### config.mk
export PLATFORM = sky130hd
export DESIGN_NAME = sr_pulse_gen_flat
export DESIGN_NICKNAME = d
export VERILOG_FILES = /design/src/rtl/sr_pulse_pkg.sv /design/src/rtl/sr_pulse_gen_if.sv /design/src/rtl/sr_debounce.sv /design/src/rtl/sr_pulse_gen.sv /design/src/flat_wrapper.sv
export SDC_FILE = /design/constraint.sdc
export NUM_CORES = 1
export LEC_CHECK = 0
export ABC_AREA = 1
export CAP_MARGIN = 10
export CORE_MARGIN = 2
export CORE_UTILIZATION = 25
export CTS_BUF_LIST = sky130_fd_sc_hd__clkbuf_4 sky130_fd_sc_hd__clkbuf_8
export DETAILED_ROUTE_END_ITERATION = 7
export HOLD_SLACK_MARGIN = 0.1
export PLACE_DENSITY = 0.39
export REMOVE_ABC_BUFFERS = 1
export SYNTH_ARGS = -nofsm -noshare
export SYNTH_HDL_FRONTEND = slang
export SYNTH_HIERARCHICAL = 1
export SYNTH_SLANG_ARGS = --single-unit
### constraint.sdc
create_clock -name clk -period 2.1 [get_ports clk]
set_input_delay 0.21 -clock clk [delete_from_list [all_inputs] [get_ports clk]]
set_output_delay 0.21 -clock clk [all_outputs]
set_load 0.02 [all_outputs]
### src/rtl/sr_pulse_pkg.sv
// Shared types and defaults for the debounced SR-latch pulse generator.
// Holds the FSM state encoding, the pending-request code and parameter defaults.
package sr_pulse_pkg;

    typedef enum logic [1:0] {
        ST_IDLE,
        ST_SET_PULSE,
        ST_RST_PULSE,
        ST_GAP
    } state_t;

    typedef enum logic [1:0] {
        PEND_NONE,
        PEND_SET,
        PEND_RST
    } pend_t;

    localparam int DEF_DEBOUNCE_CYCLES = 4;
    localparam int DEF_PULSE_CYCLES    = 2;
    localparam int DEF_GAP_CYCLES      = 1;

    // Maps this cycle's rise events to a request code; coincident rises are no request.
    function automatic pend_t single_req(input logic rise_set, input logic rise_rst);
        pend_t req;
        req = PEND_NONE;
        if (rise_set && !rise_rst) req = PEND_SET;
        if (rise_rst && !rise_set) req = PEND_RST;
        return req;
    endfunction

endpackage

### src/rtl/sr_pulse_gen_if.sv
// Button inputs and latch-drive outputs of the pulse generator.
// The master side drives the buttons; the slave side is the generator itself.
interface sr_pulse_gen_if;
    logic btn_set;
    logic btn_rst;
    logic s_n;
    logic r_n;
    logic busy;
    logic conflict;

    modport master (
        output btn_set,
        output btn_rst,
        input  s_n,
        input  r_n,
        input  busy,
        input  conflict
    );

    modport slave (
        input  btn_set,
        input  btn_rst,
        output s_n,
        output r_n,
        output busy,
        output conflict
    );
endinterface

### src/rtl/sr_debounce.sv
// Two-flop synchronizer, run-length debouncer and 0->1 rise detector for one button.
// The rise output is a registered single-cycle event aligned with the level toggle.
module sr_debounce
    import sr_pulse_pkg::*;
#(
    parameter int DEBOUNCE_CYCLES = DEF_DEBOUNCE_CYCLES
) (
    input  logic clk,
    input  logic rst_n,
    input  logic btn,
    output logic rise
);

    localparam logic [7:0] CNT_LAST = 8'(DEBOUNCE_CYCLES - 1);

    logic       sync_q1;
    logic       sync_q2;
    logic       level;
    logic [7:0] cnt;

    // NOTE: sequential state uses <= so every flop samples pre-edge values,
    // which is what makes sync_q1 -> sync_q2 a real two-stage chain.
    always_ff @(posedge clk or negedge rst_n) begin
        if (!rst_n) begin
            sync_q1 <= 1'b0;
            sync_q2 <= 1'b0;
            level   <= 1'b0;
            cnt     <= 8'd0;
            rise    <= 1'b0;
        end else begin
            sync_q1 <= btn;
            sync_q2 <= sync_q1;
            rise    <= 1'b0;
            if (sync_q2 != level) begin
                if (cnt == CNT_LAST) begin
                    level <= ~level;
                    cnt   <= 8'd0;
                    rise  <= ~level;
                end else begin
                    cnt <= cnt + 8'd1;
                end
            end else begin
                cnt <= 8'd0;
            end
        end
    end

endmodule

### src/rtl/sr_pulse_gen.sv
// Debounced set/reset buttons turned into non-overlapping active-low pulses
// for a NAND SR latch, with a one-deep latest-wins pending request.
module sr_pulse_gen
    import sr_pulse_pkg::*;
#(
    parameter int DEBOUNCE_CYCLES = DEF_DEBOUNCE_CYCLES,
    parameter int PULSE_CYCLES    = DEF_PULSE_CYCLES,
    parameter int GAP_CYCLES      = DEF_GAP_CYCLES
) (
    input  logic           clk,
    input  logic           rst_n,
    sr_pulse_gen_if.slave  bus
);

    localparam logic [3:0] PULSE_LAST = 4'(PULSE_CYCLES - 1);
    localparam logic [3:0] GAP_LAST   = 4'(GAP_CYCLES - 1);

    logic       rise_set;
    logic       rise_rst;
    pend_t      req;
    state_t     state, state_next;
    pend_t      pend, pend_next;
    logic [3:0] cnt, cnt_next;
    logic       s_n_q, r_n_q, conflict_q;

    sr_debounce #(.DEBOUNCE_CYCLES(DEBOUNCE_CYCLES)) u_db_set (
        .clk   (clk),
        .rst_n (rst_n),
        .btn   (bus.btn_set),
        .rise  (rise_set)
    );

    sr_debounce #(.DEBOUNCE_CYCLES(DEBOUNCE_CYCLES)) u_db_rst (
        .clk   (clk),
        .rst_n (rst_n),
        .btn   (bus.btn_rst),
        .rise  (rise_rst)
    );

    assign req = single_req(rise_set, rise_rst);

    // NOTE: every variable gets a default before the case so no path leaves
    // it unassigned; otherwise synthesis infers a latch.
    always_comb begin
        state_next = state;
        pend_next  = pend;
        cnt_next   = cnt;
        unique case (state)
            ST_IDLE: begin
                cnt_next = 4'd0;
                // A stored request outranks anything rising this cycle.
                if (pend != PEND_NONE) begin
                    state_next = (pend == PEND_SET) ? ST_SET_PULSE : ST_RST_PULSE;
                    pend_next  = req;
                end else if (req == PEND_SET) begin
                    state_next = ST_SET_PULSE;
                end else if (req == PEND_RST) begin
                    state_next = ST_RST_PULSE;
                end
            end
            ST_SET_PULSE, ST_RST_PULSE: begin
                if (req != PEND_NONE) pend_next = req;
                if (cnt == PULSE_LAST) begin
                    state_next = ST_GAP;
                    cnt_next   = 4'd0;
                end else begin
                    cnt_next = cnt + 4'd1;
                end
            end
            ST_GAP: begin
                if (req != PEND_NONE) pend_next = req;
                if (cnt == GAP_LAST) begin
                    state_next = ST_IDLE;
                    cnt_next   = 4'd0;
                end else begin
                    cnt_next = cnt + 4'd1;
                end
            end
            default: begin
                state_next = ST_IDLE;
                cnt_next   = 4'd0;
            end
        endcase
    end

    // Outputs are decoded from state_next so the latch drives are plain flops
    // that can never be low together.
    always_ff @(posedge clk or negedge rst_n) begin
        if (!rst_n) begin
            state      <= ST_IDLE;
            pend       <= PEND_NONE;
            cnt        <= 4'd0;
            s_n_q      <= 1'b1;
            r_n_q      <= 1'b1;
            conflict_q <= 1'b0;
        end else begin
            state      <= state_next;
            pend       <= pend_next;
            cnt        <= cnt_next;
            s_n_q      <= (state_next != ST_SET_PULSE);
            r_n_q      <= (state_next != ST_RST_PULSE);
            conflict_q <= rise_set & rise_rst;
        end
    end

    assign bus.s_n      = s_n_q;
    assign bus.r_n      = r_n_q;
    assign bus.conflict = conflict_q;
    assign bus.busy     = (state != ST_IDLE);

endmodule

### src/flat_wrapper.sv
// flat-port wrapper written by rule: the top's interface ports become plain ports
module sr_pulse_gen_flat import sr_pulse_pkg::*;
#(
    parameter int DEBOUNCE_CYCLES = DEF_DEBOUNCE_CYCLES,
    parameter int PULSE_CYCLES    = DEF_PULSE_CYCLES,
    parameter int GAP_CYCLES      = DEF_GAP_CYCLES
)
  (clk, rst_n, bus_btn_set, bus_btn_rst, bus_s_n, bus_r_n, bus_busy, bus_conflict);
  sr_pulse_gen_if bus_i ();
  input  logic clk;
  input  logic rst_n;
  input wire logic [$bits(bus_i.btn_set)-1:0] bus_btn_set;
  input wire logic [$bits(bus_i.btn_rst)-1:0] bus_btn_rst;
  output wire logic [$bits(bus_i.s_n)-1:0] bus_s_n;
  output wire logic [$bits(bus_i.r_n)-1:0] bus_r_n;
  output wire logic [$bits(bus_i.busy)-1:0] bus_busy;
  output wire logic [$bits(bus_i.conflict)-1:0] bus_conflict;
  assign bus_i.btn_set = bus_btn_set;
  assign bus_i.btn_rst = bus_btn_rst;
  assign bus_s_n = bus_i.s_n;
  assign bus_r_n = bus_i.r_n;
  assign bus_busy = bus_i.busy;
  assign bus_conflict = bus_i.conflict;
  sr_pulse_gen #(.DEBOUNCE_CYCLES(DEBOUNCE_CYCLES), .PULSE_CYCLES(PULSE_CYCLES), .GAP_CYCLES(GAP_CYCLES)) u_core (.clk(clk), .rst_n(rst_n), .bus(bus_i));
endmodule
==> impl_metrics.json <==
{
  "ys_seq_area_frac": 0.499,
  "die_w_um": 87.9,
  "internal_power_mw": 1.24,
  "worstPathRequired_ps": 1890,
  "hp-class": "reg -> reg",
  "wl_per_cell_um": 9.18,
  "synth_seq_cells": 35,
  "yosys_warnings": 6,
  "ys_types": 18,
  "grt_max_degree": 19,
  "min_period_ps": 1820,
  "vias": 1239,
  "cap_violations": 0,
  "clk_latency_ps": 290,
  "power_frac_comb": 0.260,
  "seqPwrFrac": 0.458,
  "switching_share": 0.334,
  "clockBufferDepth": 2,
  "crit_path_start_kind": "register",
  "clock_sinks": 35,
  "wl_met1_um": 1550,
  "hold_ws_ps": 352,
  "cts_buffers": 5,
  "worst_hold_path.num_cells": 0,
  "post-route-util": 0.304,
  "portBuffers": 7,
  "htreeDepth": 2,
  "syn2layout_area_growth_pct": 17.4,
  "drcViolationCount": 0,
  "grt.overflow.total": 0,
  "synth_area_leaders": "dfrtp_1 47%, nand2_1 10%, ha_1 7.8%",
  "drtIter0Drc": 84,
  "dieHeight_um": 87.9,
  "layout-drive-gt1-share": 0.133,
  "coreArea_um2": 6790,
  "path_class": "reg -> out",
  "routed_wl_um": 2950,
  "yosys-top-cells-count": "49 x nand2_1, 35 x inv_1, 33 x dfrtp_1",
  "syn_inst": 207,
  "cellPowerDensity_nw_per_um2": 902,
  "power_mw": 1.86,
  "grt_pass1_wl_um": 5240,
  "tns_ps": 0,
  "peakVddDrop_mv": 0.249,
  "diodes": 0,
  "root_buffer": "clkbuf_8",
  "r2r_cells": 7,
  "initial_core_util": 0.259,
  "yosys.area.top_type": "dfrtp_1",
  "clock_skew_ps": 5.29,
  "status": "finished, final reports clean",
  "synth.top_cell.area_share": 0.469,
  "met2RoutedLength_um": 1260,
  "post_cts_buffers": 0,
  "top_layer_used": "met4",
  "layoutNonFillerInstCount": 321,
  "drt-pass1-iter-count": 4,
  "dp.cells": 312,
  "crit_path_end_kind": "output port",
  "p_leak_nw": 0.982,
  "p_clk_frac": 0.281,
  "nets": 239,
  "critPathMaxFanout": 3,
  "setup_viol": 0,
  "fin_crit_sh": 0.867,
  "netlist_area_um2": 1760,
  "track_usage": 0.0889,
  "drv_slew": 0,
  "synth_most_common_cell": "nand2_1",
  "syn_avg_cell_area_um2": 8.50,
  "grt_pass1_vias": 1237,
  "cp.arrival_ps": 1610,
  "synth_flop_cell": "dfrtp_1",
  "max_slew_margin": 0.708,
  "wl_met3_um": 98,
  "clock.fmax_mhz": 549,
  "ys_async_sr_fraction": 1.00,
  "via_per_inst": 3.86,
  "die_area_um2": 7720,
  "drtAntennaViolNets": 0,
  "cts_tree": "yes",
  "hpwl_um": 2220,
  "clk_pin_slew_worst_paths_ps": 70,
  "hold_violations": 0,
  "place_congestion": 0.720,
  "antenna_found_initial": 0,
  "p_sw_uw": 622,
  "row_count": 30,
  "synth-edff-count": 0,
  "worst_pin_slew_ps": 438,
  "ioPinCount": 8,
  "rsz0062_at_grt": "false"
}
placed cells by master (no fill, tap or decap):
cell type / n
clkinv_2: 1
nand3_1: 12
nand2_1: 49
dfrtp_1: 33
nor2_4: 2
inv_1: 35
clkbuf_8: 6
nand2_2: 7
nand3_2: 2
nor2_1: 23
a31oi_1: 2
buf_4: 2
clkbuf_4: 1
a21oi_1: 4
clkdlybuf4s50_1: 6
dfstp_2: 2
xor2_1: 5
nor3_1: 4
xnor2_1: 3
ha_1: 11
nor2_2: 5
or2_2: 1
o21ai_0: 7
buf_2: 1
dlygate4sd3_1: 1
critical path: stages, from the launching register on:
cell and delay, ps:
dfrtp_1 370, inv_1 80, ha_1 230, inv_1 60, clkdlybuf4s50_1 590
power by group through the flow:
| stage | Combinational, mW | Clock (mW) | Sequential [mW] |
|---|---|---|---|
| 3_3_place_gp | 0.501 | 0 | 0.866 |
| 2_1_floorplan | 0.342 | 0 | 0.870 |
| 3_5_place_dp | 0.492 | 0 | 0.867 |
| 4_1_cts | 0.496 | 0.551 | 0.853 |
| 5_1_grt | 0.563 | 0.581 | 0.868 |
| 6_report | 0.485 | 0.524 | 0.853 |
path summary, 6_finish.rpt:
check / slack (ps) / start / to
min reg2reg: 350 / u_core/u_db_set/sync_q1 / u_core/u_db_set/sync_q2
max reg2reg: 800 / u_core/state[0] / u_core/bus.r_n
min in group asynchronous: 400 / rst_n / u_core/u_db_set/cnt[6]
max: 280 / u_core/state[0] / bus_busy
min: 350 / u_core/u_db_set/sync_q1 / u_core/u_db_set/sync_q2
max in group asynchronous: 1200 / rst_n / u_core/cnt[0]
sequential cells by signal, summed over array words and instances (netlist names):
| register | flops |
|---|---|
| u_core/u_db_rst/cnt | 8 |
| u_core/u_db_set/cnt | 8 |
| u_core/cnt | 4 |
| u_core/pend | 2 |
| u_core/state | 2 |
| u_core/bus.conflict | 1 |
| u_core/bus.r_n | 1 |
| u_core/bus.s_n | 1 |
| u_core/u_db_rst/level | 1 |
| u_core/u_db_rst/rise | 1 |
| u_core/u_db_rst/sync_q1 | 1 |
| u_core/u_db_rst/sync_q2 | 1 |
| u_core/u_db_set/level | 1 |
| u_core/u_db_set/rise | 1 |
| u_core/u_db_set/sync_q1 | 1 |
| u_core/u_db_set/sync_q2 | 1 |
per-stage QoR:
| stage | area (µm²) | worst slack (ps) |
|---|---|---|
| floorplan | 1760 | 941 |
| global placement | 1960 | 594 |
| detailed placement | 1960 | 573 |
| CTS | 2060 | 247 |
| global route | 2060 | 147 |
| finish | 2060 | 280 |
layer usage:
layer,global-route usage,vias up
li1,-,661
met1,0.110,556
met2,0.140,17
met3,0.0264,5
met4,0.0476,0
met5,0,-
cell type report:
| cell class | instances | area (µm²) |
|---|---|---|
| clock buffers | 7 | 90.1 |
| clock inverters | 1 | 5.00 |
| fillers | 726 | 4730 |
| inverters | 35 | 131 |
| multi-input cells | 137 | 749 |
| flip-flops and latches | 35 | 878 |
| well taps | 96 | 120 |
| repair buffers | 10 | 90.1 |
what timing repair did:
item / CTS / global route
hold buffers: 1 / 0
resized for setup: 0 / 0
hold endpoints to repair: 14 / 0
cell families (layout without fill, tap and decap cells):
group | after synthesis | count (layout) | share of synthesized area
and+or+nand+nor | 105 | 105 | 0.270
DFF | 35 | 35 | 0.499
buffers and inverters | 35 | 53 | 0.0747
AOI/OAI and AO/OA | 13 | 13 | 0.0384
adders and majority gates | 11 | 11 | 0.0782
xor gates and xnor gates | 8 | 8 | 0.0398
Power figures use the tool's default switching activity.
